**config.mk**
```make
export PLATFORM = sky130hd
export DESIGN_NAME = inst_fetch_stage
export DESIGN_NICKNAME = d
export VERILOG_FILES = /design/src/rtl/inst_fetch_stage.sv
export SDC_FILE = /design/constraint.sdc
export NUM_CORES = 1
export LEC_CHECK = 0
export ABC_CLOCK_PERIOD_IN_PS = 5800
export BUFFER_PORTS_ARGS = -buffer_cell sky130_fd_sc_hd__buf_2
export CAP_MARGIN = 20
export CORE_UTILIZATION = 54
export DETAILED_ROUTE_END_ITERATION = 10
export PLACE_DENSITY = 0.84
export SYNTH_ARGS = -nofsm -noshare
export SYNTH_HDL_FRONTEND = slang
export SYNTH_SLANG_ARGS = --single-unit
```
**constraint.sdc**
```tcl
create_clock -name clk -period 5.8 [get_ports clk]
set_input_delay 0.58 -clock clk [delete_from_list [all_inputs] [get_ports clk]]
set_output_delay 0.58 -clock clk [all_outputs]
set_load 0.05 [all_outputs]
```
**src/rtl/inst_fetch_stage.sv**
```systemverilog
`default_nettype none
// ============================================================================
// Module   : inst_fetch_stage
// Brief    : MIPS instruction fetch - PC register, next-PC select, IF/ID register.
// Revision : 1.0 - initial release
// ============================================================================
module inst_fetch_stage #(
    parameter logic [31:0] RESET_PC = 32'h0000_0000,
    parameter logic [31:0] NOP_WORD = 32'h0000_0000
) (
    input  logic        clk,
    input  logic        rst,
    input  logic        stall_in,
    input  logic        flush_in,
    input  logic        br_taken_in,
    input  logic        jump_in,
    input  logic        jr_in,
    input  logic [31:0] id_pc4_in,
    input  logic [15:0] br_offset_in,
    input  logic [27:0] jump_shift_in,
    input  logic [31:0] jr_target_in,
    output logic [31:0] imem_addr_out,
    input  logic [31:0] imem_data_in,
    input  logic        imem_ready_in,
    output logic [31:0] ins_out,
    output logic [31:0] pc4_out,
    output logic        valid_out
);

    localparam logic [31:0] c_reset_pc = {RESET_PC[31:2], 2'b00};

    logic [31:0] r_pc;
    logic [31:0] r_ins;
    logic [31:0] r_pc4;
    logic        r_valid;

    logic [31:0] w_pc_plus4;
    logic [31:0] w_br_offset;
    logic [31:0] w_br_target;
    logic [31:0] w_jump_target;
    logic [31:0] w_jr_target;
    logic [31:0] w_target;
    logic [31:0] w_pc_next;
    logic        w_redirect;

    assign w_pc_plus4    = r_pc + 32'd4;
    assign w_br_offset   = {{14{br_offset_in[15]}}, br_offset_in, 2'b00};
    assign w_br_target   = id_pc4_in + w_br_offset;
    assign w_jump_target = {id_pc4_in[31:28], jump_shift_in};
    assign w_jr_target   = jr_target_in & 32'hFFFF_FFFC;
    assign w_redirect    = br_taken_in | jump_in | jr_in;

    always_comb begin
        w_target = w_br_target;
        if (jr_in) begin
            w_target = w_jr_target;
        end else if (jump_in) begin
            w_target = w_jump_target;
        end

        w_pc_next = r_pc;
        if (w_redirect) begin
            w_pc_next = w_target;
        end else if (!stall_in && imem_ready_in) begin
            w_pc_next = w_pc_plus4;
        end
        // Word alignment is enforced here so no target can misalign the PC.
        w_pc_next[1:0] = 2'b00;
    end

    always_ff @(posedge clk) begin
        if (rst) begin
            r_pc <= c_reset_pc;
        end else begin
            r_pc <= w_pc_next;
        end
    end

    // A redirect squashes the word fetched this cycle (no delay slot).
    always_ff @(posedge clk) begin
        if (rst || w_redirect || flush_in) begin
            r_ins   <= NOP_WORD;
            r_pc4   <= 32'd0;
            r_valid <= 1'b0;
        end else if (stall_in) begin
            r_ins   <= r_ins;
            r_pc4   <= r_pc4;
            r_valid <= r_valid;
        end else if (!imem_ready_in) begin
            r_ins   <= NOP_WORD;
            r_pc4   <= w_pc_plus4;
            r_valid <= 1'b0;
        end else begin
            r_ins   <= imem_data_in;
            r_pc4   <= w_pc_plus4;
            r_valid <= 1'b1;
        end
    end

    assign imem_addr_out = r_pc;
    assign ins_out       = r_ins;
    assign pc4_out       = r_pc4;
    assign valid_out     = r_valid;

endmodule
`default_nettype wire

```
* Word-level counts from Yosys, hierarchy flattened *
Index checks and enable logic that the tools add are counted.

cells by class
  reductions and logical operators = 5
  muxes and demuxes = 6
  add/sub/neg operators = 2
  bitwise gates (word level) = 2

operators by type and width
  operator                                                         number
  32-bit two-way mux                                               5
  32-bit by 3-bit adder with 32-bit output, second input constant  1
  32-bit adder                                                     1
  1-bit logical OR                                                 2
  1-bit OR                                                         2
  2-bit nonzero test                                               1
  1-bit logical AND                                                1
  1-bit zero test                                                  1
  1-bit two-way mux                                                1

word-level totals
  flip-flop bits (word level) = 97
  input bits = 148
  logic and storage cells = 20

* Depth between registers and ports, before layout *
  word-level depth = 4
  gate-level depth with buffers = 11
  gate-level depth less buffers = 10

* Worst setup path after synthesis *
Ideal clock, no wire load.

  kind = in2reg
  start point = input id_pc4_in[2]
  end point = register r_pc[26], in the netlist imem_addr_out[26]
  cell stages on the path = 10
  path slack = 2.817 ns
  arrival time = 2.861 ns
  path buffers = 0
  cell sequence = ha_1 -> fa_1 -> a211o_1 -> a211oi_2 -> nor3_2 -> or2_1 -> o221ai_1 -> o31ai_1 -> xor2_1 -> o311a_1

on the way
  longest elaborated chain between the ends = 4

ends and longest elaborated chain
  element               line  RTL
  start, declared       18    input logic [31:0] id_pc4_in,
  32-bit adder          48    assign w_br_target = id_pc4_in + w_br_offset;
  32-bit two-way mux    57    end else if (jump_in) begin
  32-bit two-way mux    55    if (jr_in) begin
  32-bit two-way mux    62    if (w_redirect) begin
  end signal, assigned  73    r_pc <= c_reset_pc;
  end signal, assigned  75    r_pc <= w_pc_next;
  end, declared         32    logic [31:0] r_pc;

No other way between the ends.
A chain may end at the register's enable or synchronous reset.

* Worst setup path after layout *
  start point = input id_pc4_in[2]
  end point = register r_pc[28], in the netlist imem_addr_out[28]

Same word-level chain as after synthesis.

==> impl_metrics.py <==
metrics = {
    "run_status": {
        "outcome": "finished clean",
    },
    "power": {
        "leakage_nw": 3.45,
        "clockPowerShare_pct": 34.9,
        "power_density_nw_per_um2": 234,
        "vdd_drop_max_v": 0.000222,
        "power_frac_comb_pct": 27.2,
        "switchingPower_mw": 0.584,
        "internal-power_mw": 1.25,
        "seq_power_share_pct": 37.9,
        "switching_share_pct": 31.8,
    },
    "sta": {
        "clock_skew_ns": 0.00290,
        "fmax_mhz": 320,
        "relSlewSlack_pct": 41.0,
        "setup_viol": 0,
        "hold_slack_ns": 0.471,
        "period_share_pct": 53.9,
        "tns_ns": 0,
        "finalCriticalPeriod_ns": 3.13,
        "worst_pin_slew_ns": 0.881,
        "drv_slew": 0,
        "rsz0062_at_grt": "false",
        "final.setup.worst_slack_ns": 2.67,
        "finalHoldViolCount": 0,
    },
    "worst_setup_path": {
        "cp_cell_sequence": "buf_2, ha_1, fa_1, a211o_1, a211oi_2, nor3_2, o311ai_1, a2111oi_0, or3_1, a21oi_1, o21ai_1",
        "cpMaxStageDelayCell": "o311ai_1",
        "crit_path_max_fanout": 3,
        "slowest_delay_ns": 0.45,
        "critPathLaunchType": "primary input",
        "end_kind": "flop",
        "worst_ep_required_time_ns": 6.03,
        "worstSetupPathType": "primary input to flop",
        "worstPathArrival_ns": 3.36,
    },
    "grt": {
        "antenna_found_initial": 1,
        "gr-total-overflow": 0,
        "grt_max_degree": 91,
        "first_global_vias": 5884,
        "grt_pass1_wl_mm": 29.0,
        "grt.total_usage_pct": 30.6,
    },
    "detailed_routing": {
        "vias_per_cell": 5.84,
        "drc": 0,
        "wl_per_cell_um": 16.3,
        "routed_wl_mm": 18.9,
        "vias": 6793,
        "detail-route-antenna-nets": 0,
        "drtPass1Iterations": 5,
        "drt-initial-drc-count": 573,
    },
    "final_layout": {
        "fin_nets": 1194,
        "fin_util_pct": 68.6,
        "drive_gt1_share_pct": 27.3,
        "stdcell_count": 1164,
        "fill_cells": 990,
        "synthToLayoutAreaGrowth_pct": 24.2,
    },
    "floorplanning": {
        "io_pins": 245,
        "initial_core_util_pct": 55.3,
        "num_rows": 39,
        "core-area_um2": 11400,
        "die-area_um2": 12100,
        "die_w_um": 110,
        "die_y_um": 110,
    },
    "placement": {
        "place_congestion": 0.956,
        "dp_slack_ns": 2.39,
        "dp_cells": 1145,
        "place.port_buffers": 234,
        "dpl.hpwl_mm": 14.4,
    },
    "logic_synthesis": {
        "postSynthAreaPerCell_um2": 7.70,
        "synthesis.area_um2": 6310,
        "synth_ff_type": "dfxtp_1",
        "synth-async-reset-ratio_pct": 0,
        "ys_types": 75,
        "synth_edf_count": 0,
        "yosysWarnings": 0,
        "yosysSeqAreaShare_pct": 29.5,
        "yosys_register_bits": 93,
        "syn_inst": 820,
    },
    "clock_tree": {
        "post-cts-setup-buffer-count": 0,
        "htreeDepth": 3,
        "ctsHoldBuffers": 0,
        "clock_latency_ns": 0.34,
        "cts_tree": "done",
        "numCtsBuffers": 9,
        "clkSlewWorstSetupHoldPaths_ns": 0.06,
        "cts_resized": 0,
        "ctsRootBufferMaster": "clkbuf_16",
        "cts_num_sinks": 93,
        "ctsLongestPathBuffers": 2,
    },
    "run": {
        "cap_violations": 0,
    },
    "min_path": {
        "hold_class": "primary input to flop",
    },
}
-- cells in the mapped netlist (3+ instances only) --
| cell | number | share of area, % |
|---|---|---|
| a2111oi_0 | 4 | 0.56 |
| o21ai_0 | 24 | 1.9 |
| nor2b_1 | 3 | 0.30 |
| o311a_1 | 3 | 0.48 |
| nor2_1 | 143 | 8.5 |
| inv_1 | 13 | 0.77 |
| nand4_1 | 12 | 1.2 |
| o211ai_1 | 6 | 0.71 |
| and4_1 | 3 | 0.42 |
| a211oi_1 | 16 | 1.9 |
| xnor2_1 | 38 | 5.3 |
| nor3_2 | 3 | 0.48 |
| mux2i_1 | 8 | 1.3 |
| nor3_1 | 13 | 1.0 |
| a21o_1 | 11 | 1.3 |
| or3_1 | 11 | 1.1 |
| clkbuf_1 | 46 | 2.7 |
| buf_2 | 7 | 0.56 |
| o221ai_1 | 5 | 0.69 |
| and2_1 | 6 | 0.59 |
| buf_4 | 4 | 0.48 |
| o22ai_1 | 15 | 1.5 |
| dfxtp_1 | 93 | 30 |
| nand2_1 | 50 | 3.0 |
| a221oi_1 | 5 | 0.69 |
| a22oi_1 | 34 | 4.0 |
| ha_1 | 30 | 5.9 |
| or2_2 | 4 | 0.40 |
| nand3_1 | 30 | 2.4 |
| and3_1 | 7 | 0.69 |
| o21bai_1 | 5 | 0.59 |
| o21a_1 | 8 | 0.95 |
| xor2_1 | 28 | 3.9 |
| a21oi_1 | 77 | 6.1 |
| o31ai_1 | 7 | 0.83 |
-- worst paths after layout --
kind	from	endpoint	slack [ns]	cells after the start
worst min register to register	pc4_out[31]	pc4_out[31]	0.49	2
worst min-delay path	imem_data_in[31]	ins_out[31]	0.47	3
worst max-delay path	id_pc4_in[2]	imem_addr_out[28]	2.67	11
worst max register to register	imem_addr_out[4]	imem_addr_out[31]	2.98	8
-- power groups by stage --
stage	clock, mW	sequential [mW]	combinational (mW)
finish	0.640	0.696	0.498
global route	0.673	0.698	0.542
CTS	0.646	0.694	0.490
detailed placement	0	0.708	0.486
global placement	0	0.706	0.482
floorplan	0	0.769	0.285
-- registers in the layout, indices dropped and copies added, names as in the netlist --
name           cells
imem_addr_out     30
ins_out           32
valid_out          1
pc4_out           30
-- worst max-delay path: cells and delay by family --
family | cells | cell delay, ns
buffers and inverters | 1 | 0.10
adders and majority gates | 2 | 0.65
and+or+nand+nor | 2 | 0.46
AOI/OAI and AO/OA | 6 | 1.57
-- cell usage in the layout (no fill, tap or decap), types with 3 or more instances in the layout --
| master | instances |
|---|---|
| nand2_1 | 50 |
| o211ai_1 | 6 |
| xnor2_1 | 38 |
| o21a_1 | 8 |
| and2_1 | 6 |
| nor3_1 | 13 |
| conb_1 | 4 |
| nor2_1 | 143 |
| dfxtp_1 | 93 |
| o22ai_1 | 15 |
| a211oi_1 | 16 |
| and3_1 | 7 |
| o21ai_0 | 24 |
| clkbuf_16 | 9 |
| buf_4 | 4 |
| a22oi_1 | 34 |
| nor3_2 | 3 |
| o21bai_1 | 5 |
| o311a_1 | 3 |
| xor2_1 | 28 |
| ha_1 | 30 |
| inv_1 | 13 |
| or2_2 | 4 |
| o221ai_1 | 5 |
| a21o_1 | 11 |
| a2111oi_0 | 4 |
| or3_1 | 10 |
| buf_2 | 234 |
| o31ai_1 | 7 |
| and4_1 | 3 |
| mux2i_1 | 8 |
| a221oi_1 | 5 |
| nand4_1 | 12 |
| a21oi_1 | 77 |
| nand3_1 | 30 |
-- metal layers --
metal	global-route usage, %	part of all wire [%]	vias up
met1	40.3	44	3093
met5	0	0	-
met4	10.9	2.4	0
met2	49.7	47	310
li1	-	-	3355
met3	5.94	7.5	35
-- kinds of logic after synthesis --
logic type                 share of synthesized area (%)
muxes                                               1.45
buffers and inverters                               4.84
DFF                                                 29.5
and+or+nand+nor                                     22.7
AOI/OAI and AO/OA                                   26.1
other                                             0.0594
adders and majority gates                           6.26
xor gates and xnor gates                            9.16
-- metrics by stage --
step	total power [mW]	cell area, um^2
floorplan	1.05	6320
global placement	1.19	7460
detailed placement	1.19	7460
CTS	1.83	7790
global route	1.91	7840
finish	1.83	7840
-- layout make-up --
cell class / instances / area [um^2] / area share (%)
tap: 143 / 179 / 2.28
inverter: 14 / 52.6 / 0.671
sequential: 93 / 1860 / 23.8
multi-input combinational: 657 / 4160 / 53.1
clock buffer: 13 / 260 / 3.32
antenna: 1 / 2.50 / 0.0319
clock inverter: 3 / 67.6 / 0.862
timing repair buffer: 240 / 1250 / 15.9
Power figures use the tool's default switching activity.
